## config.mk

```make
export PLATFORM = sky130hd
export DESIGN_NAME = pc_fetch_unit
export DESIGN_NICKNAME = d
export VERILOG_FILES = /design/src/rtl/pc_fetch_pkg.sv /design/src/rtl/pc_next_mux.sv /design/src/rtl/pc_fetch_unit.sv
export SDC_FILE = /design/constraint.sdc
export NUM_CORES = 1
export LEC_CHECK = 0
export CAP_MARGIN = 10
export CORE_MARGIN = 1.5
export CORE_UTILIZATION = 35
export DETAILED_ROUTE_END_ITERATION = 6
export PLACE_DENSITY_LB_ADDON = 0.3
export SKIP_LAST_GASP = 1
export SLEW_MARGIN = 15
export SYNTH_ARGS = -nofsm -noshare
export SYNTH_HDL_FRONTEND = slang
export SYNTH_SLANG_ARGS = --single-unit
```

## constraint.sdc

```tcl
create_clock -name clk -period 2.43 [get_ports clk]
set_input_delay 0.6075 -clock clk [delete_from_list [all_inputs] [get_ports clk]]
set_output_delay 0.6075 -clock clk [all_outputs]
set_load 0.01 [all_outputs]
```

## src/rtl/pc_fetch_pkg.sv

```systemverilog
// pc_fetch_pkg: shared FSM state type and default widths for the fetch unit.
package pc_fetch_pkg;
  typedef enum logic [1:0] {BOOT, FETCH, WAIT, STALL} state_e;
  localparam int ADDR_W_DEF = 16;
  localparam logic [15:0] RESET_VECTOR_DEF = 16'h0000;
endpackage

```

## src/rtl/pc_next_mux.sv

```systemverilog
// pc_next_mux: next-PC select with priority reset > jump > increment > hold.
module pc_next_mux import pc_fetch_pkg::*; #(
  parameter int ADDR_W = ADDR_W_DEF,
  parameter logic [ADDR_W-1:0] RESET_VECTOR = RESET_VECTOR_DEF
) (
  input  logic              rst_i,
  input  logic              jmp_i,
  input  logic              adv_i,
  input  logic [ADDR_W-1:0] jmp_loc_i,
  input  logic [ADDR_W-1:0] pc_i,
  output logic [ADDR_W-1:0] pc_d_o
);
  always_comb pc_d_o = rst_i ? RESET_VECTOR : jmp_i ? jmp_loc_i : adv_i ? pc_i + ADDR_W'(1) : pc_i;
endmodule

```

## src/rtl/pc_fetch_unit.sv

```systemverilog
// pc_fetch_unit: PC register, fetch FSM and decode handoff; define PC_WRAP_TRAP_EN
// to trap on increment past all-ones instead of wrapping to zero.
module pc_fetch_unit import pc_fetch_pkg::*; #(
  parameter int ADDR_W = ADDR_W_DEF,
  parameter logic [ADDR_W-1:0] RESET_VECTOR = RESET_VECTOR_DEF
) (
  input  logic              clk,
  input  logic              reset,
  input  logic [ADDR_W-1:0] jmp_loc,
  input  logic              pc_mux_sel,
  input  logic              stall,
  input  logic              pm_ready,
  output logic [ADDR_W-1:0] pm_addr,
  output logic              pm_req,
  output logic [ADDR_W-1:0] current_address,
  output logic              if_valid,
  output logic              flush,
  output logic              wrap_err
);
  state_e state_q;
  logic [ADDR_W-1:0] pc_q, pc_d, cur_q;
  logic valid_q, flush_q, halt, accept, wrap_hit, fetching;
  assign fetching = state_q == FETCH || state_q == WAIT;
  assign accept = !pc_mux_sel && !stall && pm_ready && !halt && fetching;
  assign pm_req = !reset && !halt && fetching;
  assign pm_addr = pc_q;
  assign current_address = cur_q;
  assign if_valid = valid_q;
  assign flush = flush_q;
`ifdef PC_WRAP_TRAP_EN
  logic wrap_q, halt_q;
  assign wrap_hit = accept && (&pc_q);
  assign halt = halt_q;
  assign wrap_err = wrap_q;
  // wrap_err is sticky until reset; only the request block is lifted by a redirect
  always_ff @(posedge clk)
    if (reset) begin
      wrap_q <= 1'b0;
      halt_q <= 1'b0;
    end else begin
      wrap_q <= wrap_q | wrap_hit;
      halt_q <= pc_mux_sel ? 1'b0 : halt_q | wrap_hit;
    end
`else
  assign wrap_hit = 1'b0;
  assign halt = 1'b0;
  assign wrap_err = 1'b0;
`endif
  pc_next_mux #(.ADDR_W(ADDR_W), .RESET_VECTOR(RESET_VECTOR)) u_next (
    .rst_i(reset), .jmp_i(pc_mux_sel), .adv_i(accept && !wrap_hit),
    .jmp_loc_i(jmp_loc), .pc_i(pc_q), .pc_d_o(pc_d)
  );
  always_ff @(posedge clk) begin
    pc_q <= pc_d;
    if (reset) begin
      state_q <= BOOT;
      cur_q <= RESET_VECTOR;
      valid_q <= 1'b0;
      flush_q <= 1'b0;
    end else if (pc_mux_sel) begin
      state_q <= FETCH;
      valid_q <= 1'b0;
      flush_q <= 1'b1;
    end else begin
      flush_q <= 1'b0;
      if (state_q == BOOT) state_q <= FETCH;
      else if (stall) state_q <= STALL;
      else if (state_q == STALL) state_q <= FETCH;
      else if (accept) begin
        state_q <= FETCH;
        cur_q <= pc_q;
        valid_q <= 1'b1;
      end else begin
        state_q <= WAIT;
        valid_q <= 1'b0;
      end
    end
  end
endmodule
```

After elaboration in Yosys (flattened, before gate mapping). Index checks and enable logic that the tools add are counted.

Register bits after elaboration: 36. Input bits: 21. Logic and storage cells: 37.

Add/subtract/negate cells: 1. Equal/unequal tests: 3. Multiplexer cells: 9. Bitwise operators: 4. Reduce and logical (&&, ||, !) cells: 14.

Operator list (number): two-way mux 16 bit (2); adder 16 x 1 -> 16 bit (second input constant) (1); two-way mux 2 bit (3); AND reduction 5 bit (1); == test 2 bit (second input constant) (2); logical AND 1 bit (4); two-way mux 1 bit (4); NOT 1 bit (4); zero test 1 bit (3); AND reduction 3 bit (1); OR reduction 3 bit (1); == test 2 x 1 -> 1 bit (second input constant) (1); zero test 2 bit (1); nonzero test 2 bit (1); OR reduction 2 bit (1); logical OR 1 bit (1).

Logic depth before layout (Yosys ltp). Gate-level depths: netlist (run 1).

Depth after elaboration: 9. Mapped depth: 8. Mapped depth without buffers: 6.

Cells and area by module. From an unflattened synthesis (run 1), not the netlist that was laid out.

Cell total of the unflattened synthesis: 195. Area, all modules: 1712.9 sq um.

Modules (own cells, without submodules): pc_fetch_unit (times used 1, cells an instance 107, area each 1119.8 sq um, sequential area each 720.7 sq um); pc_next_mux (times used 1, cells an instance 88, area each 593.1 sq um, sequential area each 0.0 sq um).

Worst setup path before layout (run 1). Ideal clock, no wire load.

Path type: input-to-output. From: input reset. To: output pm_req. Arrival: 1260 ps. Required time: 1822 ps. Path slack: 562 ps. Cell stages on the path: 3. Cells stage by stage: clkbuf_1 -> buf_1 -> nor2_1.

Longest elaborated chain between the ends: 2.

RTL lines: start: declaration (line pc_fetch_unit.sv:8) `input logic reset,`; zero test 1 bit (line pc_fetch_unit.sv:25) `assign pm_req = !reset && !halt && fetching;`; logical AND 1 bit (line pc_fetch_unit.sv:25); end: declaration (line pc_fetch_unit.sv:14) `output logic pm_req,`.

No other way between the ends.

Worst setup path in the final report (run 1).
From: input stall. To: register pc_q[14] (netlist: pm_addr[14]).

Longest elaborated chain between the ends: 5.

RTL lines: start: declaration (line pc_fetch_unit.sv:11) `input logic stall,`; zero test 1 bit (line pc_fetch_unit.sv:24) `assign accept = !pc_mux_sel && !stall && pm_ready && !halt && fetching;`; logical AND 1 bit (3 in a row) (line pc_fetch_unit.sv:24); nonzero test 2 bit (no line); end signal: assignment (line pc_fetch_unit.sv:54) `pc_q <= pc_d;`; end: declaration (line pc_fetch_unit.sv:21) `logic [ADDR_W-1:0] pc_q, pc_d, cur_q;`.

No other way between the ends. A chain may end at the register's enable or synchronous reset.

==> metrics.txt, run 1 <==
DR WL/cell=between 10 and 15 um; crit start category=primary input; Synth area leader=dfxtp_1; final hold vios=0; DR vias=about 1600; clock transition at the registers of the reported paths=around 70 ps; Routed Antenna Nets=0; Layout Skew=10.0 ps; CTS Buffer Depth=2; syn_nets=between 200 and 250; Seq cells post-synth=36; I/O pin total=57; area delta synth->final=44.3%; Mapped Cells=roughly 200; Initial Util=0.370; Root Driver=clkbuf_8; Overflow after GRT=0; initial antenna violation count=0; ys async rst share=0; core area=4440 um2; die height=71.6 um; max-slew violations=0; fillers=~440; most frequent cell after synthesis=nand2_1; failing checks=DRC; H-tree levels=2; Crit Path Category=primary input to flip-flop; clock sinks=36; HP Class=flip-flop to flip-flop; Synth top area share=0.438; Iteration-0 DRC Markers=90; Worst setup EP type=flip-flop; drt total wl=4.09 mm; HPWL after DPL=2.91 mm; Max FO, Critical Path=10; Core Util, Final=0.534; Final Setup Violations=0; first-pass GRT wire length=6.80 mm; outcome=complete, but fails checks; Clock Latency Late Sink=approximately 290 ps; Fmax=~500 MHz; Tot GR Track Use=0.172; top_reg_cell synth=dfxtp_1; EDFF count, synth=0; Max Cap Viol=0; CTS Buf Count=5; ranking of synthesized cells by area=dfxtp_1 (44%), nand2_1 (9.1%), a21oi_1 (6.1%); First-pass DRT Iterations=7; largest net degree at the start of global routing=37; number of global-route vias before repair=between 1000 and 1500; setup TNS=0 ps; Critical Path RT=between 2000 and 3000 ps; top post-synthesis cells by count=nand2_1 (40), dfxtp_1 (36), a21oi_1 (20); post-synthesis sequential area ratio=0.438; power density cells=523 nW/um2; Placed Cells=between 300 and 400; post-DR vias/cell=around 5; Max VDD drop=between 0.00015 and 0.0002 V; layout cell share with drive strength beyond 1=0.0881; DRC=4; Post-Syn Area=1650 um2; min Tclk post-route=between 2000 and 2500 ps; CTS tree=built; row count=24; leakage power=~0.00085 uW; die width=between 70 and 80 um; I/O Buffers=55; final layout net count=approximately 290; Syn. warnings=0; Data arrival, critical path=2220 ps; Final Cycle Share=0.841; unrepaired setup endpoints after global routing=false; mean post-synth cell area=8.27 um2; # diodes=0; die area=between 5000 and 6000 um2; Routability Congestion=between 0.7 and 0.8; Synth cell types=37; Finished Layout Cells=between 300 and 400
## sequential cells by signal (all words and copies together), names as in the netlist
name / count
current_address: 16
flush: 1
if_valid: 1
pm_addr: 16
state_q: 2
## per-layer routing
metal  up-vias  wire (um)  global-route usage
li1        815          -                   -
met1       722       1960               0.231
met2        45       1810               0.254
met3         6        260              0.0549
met4         0         53              0.0734
met5         -          0                   0
## timing repair
item / in CTS / in global routing
resized for setup: 0 / 2
buffers inserted: 0 / 0
endpoints found under the setup margin: 0 / 1
hold buffers: 0 / 0
## kinds of logic after synthesis
family,Yosys count,share of synthesized area
AO/OA/AOI/OAI,38,0.143
XOR/XNOR,9,0.0479
adder cells (fa/ha/maj),3,0.0228
buffers and inverters,17,0.0456
flip-flops,36,0.438
multiplexers,1,0.00684
other,1,0.00228
AND/OR/NAND/NOR,94,0.294
## layout make-up
| type | instances | area [um2] | area share |
|---|---|---|---|
| multi-input combinational | 146 | 852 | 0.359 |
| inverter | 6 | 22.5 | 0.00949 |
| tap | 52 | 65.1 | 0.0274 |
| timing repair buffer | 66 | 636 | 0.268 |
| sequential | 36 | 721 | 0.304 |
| clock inverter | 1 | 5.00 | 0.00211 |
| clock buffer | 6 | 72.6 | 0.0306 |
## power breakdown
| group | switching, uW | internal [uW] |
|---|---|---|
| Sequential | 35.7 | 615 |
| Clock | 202 | 195 |
| Combinational | 83.7 | 110 |
| Total | 322 | 920 |
## placed cells by master, fill, tap and decap left out, types with 2 or more instances in the layout
| cell | instances |
|---|---|
| clkbuf_8 | 5 |
| a21oi_1 | 20 |
| nand3_1 | 4 |
| xor2_1 | 3 |
| nand4_1 | 5 |
| xnor2_1 | 6 |
| nor2b_1 | 3 |
| nand2_1 | 40 |
| a311oi_1 | 2 |
| inv_1 | 5 |
| buf_4 | 11 |
| nor3_1 | 6 |
| a211oi_1 | 9 |
| dfxtp_1 | 36 |
| clkdlybuf4s50_1 | 54 |
| ha_1 | 2 |
| or3_1 | 2 |
| nand2b_1 | 2 |
| nor2_1 | 17 |
| nor4_1 | 6 |
| o21ai_0 | 3 |
## critical path, cell delays in order
cell             delay [ps]
clkdlybuf4s50_1         490
nand4b_4                300
nor4_1                  420
nor3_1                   80
a2111oi_1               320
## path summary, 6_finish.rpt
path / cells past startpoint / endpoint / start / slack [ps]
min reg2reg: 2 / current_address[14]$_SDFFE_PP0P_ / current_address[14]$_SDFFE_PP0P_ / 450
max reg2reg: 6 / pm_addr[14]$_SDFFE_PP0P_ / state_q[1]$_SDFF_PP0_ / 550
min: 2 / current_address[14]$_SDFFE_PP0P_ / current_address[14]$_SDFFE_PP0P_ / 450
max: 5 / pm_addr[14]$_SDFFE_PP0P_ / stall / 390
## stage by stage
stage | total power (uW) | hold WS, ps | worst slack (ps) | cell area [um2]
5_1_grt | 1300 | 477 | 262 | 2370
2_1_floorplan | 745 | 481 | 562 | 1650
3_5_place_dp | 857 | 446 | 105 | 2290
6_report | 1240 | 452 | 387 | 2370
4_1_cts | 1260 | 455 | 3.81 | 2370
3_3_place_gp | 856 | 441 | 114 | 2290
No activity file was read; power rests on OpenSTA's default activity.
==> run 2, diff against run 1 <==
==> constraint.sdc (replaced) <==
create_clock -name clk -period 2.1 [get_ports clk]
set_input_delay 0.525 -clock clk [delete_from_list [all_inputs] [get_ports clk]]
set_output_delay 0.525 -clock clk [all_outputs]
set_load 0.01 [all_outputs]
==> run 2 against run 1 <==
  * The run still ends with DRC left
  * Critical path depth fell by 4
  * Utilization rose by 0.53 points
  * Total power rose by 20%
  * Critical endpoint is now pm_addr[3]
  * Largest cell class unchanged
==> metrics.txt, run 2 (synthesized netlist as in run 1, its figures left out) <==
initial antenna violation count=0 (unchanged); dpl ws=-66.7 ps (was 105 ps); Data arrival, critical path=1390 ps (was 2220 ps); Max VDD drop=0.000311 V (was 0.000172 V); Crit Path Category=flip-flop to output port (was primary input to flip-flop); DRC=6 (was 4); post-DR vias/cell=4.97 (was 5.07); routed wl met2=1.80 mm (was 1.81 mm); Final Cycle Share=0.911; Highest Signal Layer=met4 (unchanged); number of global-route vias before repair=1408 (was 1459); unrepaired setup endpoints after global routing=false (unchanged); failing checks=DRC (unchanged); first-pass GRT wire length=6.71 mm (was 6.80 mm); die area=5120 um2 (unchanged); setup ws final=188 ps (was 387 ps); HPWL after DPL=2.86 mm (was 2.91 mm); layout cell share with drive strength beyond 1=0.0989 (was 0.0881); largest net degree at the start of global routing=37 (unchanged); Layout Skew=5.55 ps (was 10.0 ps); Tot GR Track Use=0.167 (was 0.172); Initial Util=0.370 (unchanged); metal3 WL=215 um (was 260 um); Buf/Inv on CP=1 (unchanged); power density cells=623 nW/um2 (was 523 nW/um2); outcome=complete, but fails checks (unchanged); HP Class=flip-flop to flip-flop (unchanged); Met1 Wirelength=2.03 mm (was 1.96 mm); Iteration-0 DRC Markers=126 (was 90); CP cell instances=clkdlybuf4s50_1 (was clkdlybuf4s50_1, nand4b_4, nor4_1, nor3_1, a2111oi_1); CTS tree=built (unchanged); delay of the slowest cell on the worst path=600 ps (was 490 ps); drt total wl=4.08 mm (was 4.09 mm); final hold slack=452 ps (about the same); clock sinks=36 (unchanged); DR vias=1566 (was 1588); Clock Latency Late Sink=290 ps (about the same); Worst setup EP type=output port (was flip-flop); First-pass DRT Iterations=6 (was 7); Fmax=about 520 MHz; CP top delay family=buffers and inverters (was simple AND/OR/NAND/NOR gates); die width=71.6 um (unchanged); setup bufs post-CTS=0 (unchanged); Max FO, Critical Path=8 (was 10); Critical Path RT=1570 ps (was 2610 ps); core area=4440 um2 (unchanged); max-slew violations=0 (unchanged); CTS Buffer Depth=2 (unchanged); final layout net count=286 (was 285); Max Cap Viol=0 (unchanged); I/O pin total=57 (unchanged); leakage power=0.000853 uW (was 0.000848 uW); Routability Congestion=0.771 (was 0.799); Overflow after GRT=0 (unchanged); clock transition at the registers of the reported paths=70 ps (about the same); area delta synth->final=45.7% (was 44.3%); I/O Buffers=55 (unchanged); cts hold-fix bufs=0 (unchanged); crit start category=flip-flop (was primary input); min Tclk post-route=around 1900 ps; Root Driver=clkbuf_8 (unchanged); # diodes=0 (unchanged); CP max stage cell=clkdlybuf4s50_1 (unchanged); final hold vios=0 (unchanged); Final Setup Violations=0 (unchanged); DR WL/cell=12.9 um (was 13.1 um); most frequent cells in the layout=clkdlybuf4s50_1 (54), nand2_1 (40), dfxtp_1 (36), a21oi_1 (20), nor2_1 (17) (unchanged); row count=24 (unchanged); most common cell after layout, fill and taps aside=clkdlybuf4s50_1 (unchanged); die height=71.6 um (unchanged); Routed Antenna Nets=0 (unchanged); CTS Buf Count=5 (unchanged); H-tree levels=2 (unchanged)
## run 2: changes by cell type in the layout (fill, tap and decap cells not counted)
cell	previous run	this run
buf_4	11	12
ha_2	1	0
clkbuf_1	1	0
nor4_2	1	2
clkbuf_8	5	6
a2111oi_0	1	0
a2111oi_1	1	2
dlygate4sd2_1	0	1
dlymetal6s2s_1	1	0
clkinv_2	1	2
ha_1	2	3
nor4_1	6	5
## run 2: path summary, 6_finish.rpt
check                                     endpoint  cells past startpoint  slack, ps                              from
hold reg to reg   current_address[14]$_SDFFE_PP0P_                      2        450  current_address[14]$_SDFFE_PP0P_
setup reg to reg          pm_addr[12]$_SDFFE_PP0P_                      7        270             state_q[0]$_SDFF_PP0_
setup / recovery                        pm_addr[3]                      1        190           pm_addr[3]$_SDFFE_PP0P_
hold / removal    current_address[14]$_SDFFE_PP0P_                      2        450  current_address[14]$_SDFFE_PP0P_
## run 2: repair_timing
action | 4_1_cts | 5_1_grt
pin swaps | 0 | 0
endpoints found under the hold margin | 0 | 0
resized for setup | 1 | 2
setup endpoints to repair | 1 | 2
## run 2: area by class of cell
class	count	area (um2)
inverter	6	22.5
sequential	36	721
clock inverter	2	10.0
tap	52	65.1
fill	421	2050
clock buffer	6	82.6
multi-input combinational	146	857
timing repair buffer	67	639
## run 2: power breakdown
part	switching, uW	internal [uW]
combinational	96.0	127
clock	254	262
sequential	41.5	712
total	391	1100
## run 2: per-stage QoR
stage	std cells	utilization	total power, uW	setup TNS (ps)	cell area, um2
after global placement	307	0.517	992	-103	2300
after detailed placement	307	0.517	993	-146	2300
after global routing	315	0.539	1550	0	2400
after CTS	315	0.538	1500	0	2390
after floorplan	199	-	863	0	1650
final	315	0.539	1490	0	2400
## run 2: layer usage
metal | GRT usage | vias up
li1 | - | 818
met2 | 0.254 | 45
met1 | 0.230 | 700
met5 | 0 | -
met3 | 0.0394 | 3
met4 | 0.0629 | 0
==> run 3, diff against run 2 <==
--- a/config.mk
+++ b/config.mk
@@ -5,6 +5,7 @@
 export SDC_FILE = /design/constraint.sdc
 export NUM_CORES = 1
 export LEC_CHECK = 0
+export ABC_CLOCK_PERIOD_IN_PS = 2100
 export CAP_MARGIN = 10
 export CORE_MARGIN = 1.5
 export CORE_UTILIZATION = 35
==> results of run 3 <==
Final layout, timing and power as in run 2 (identical DEF).
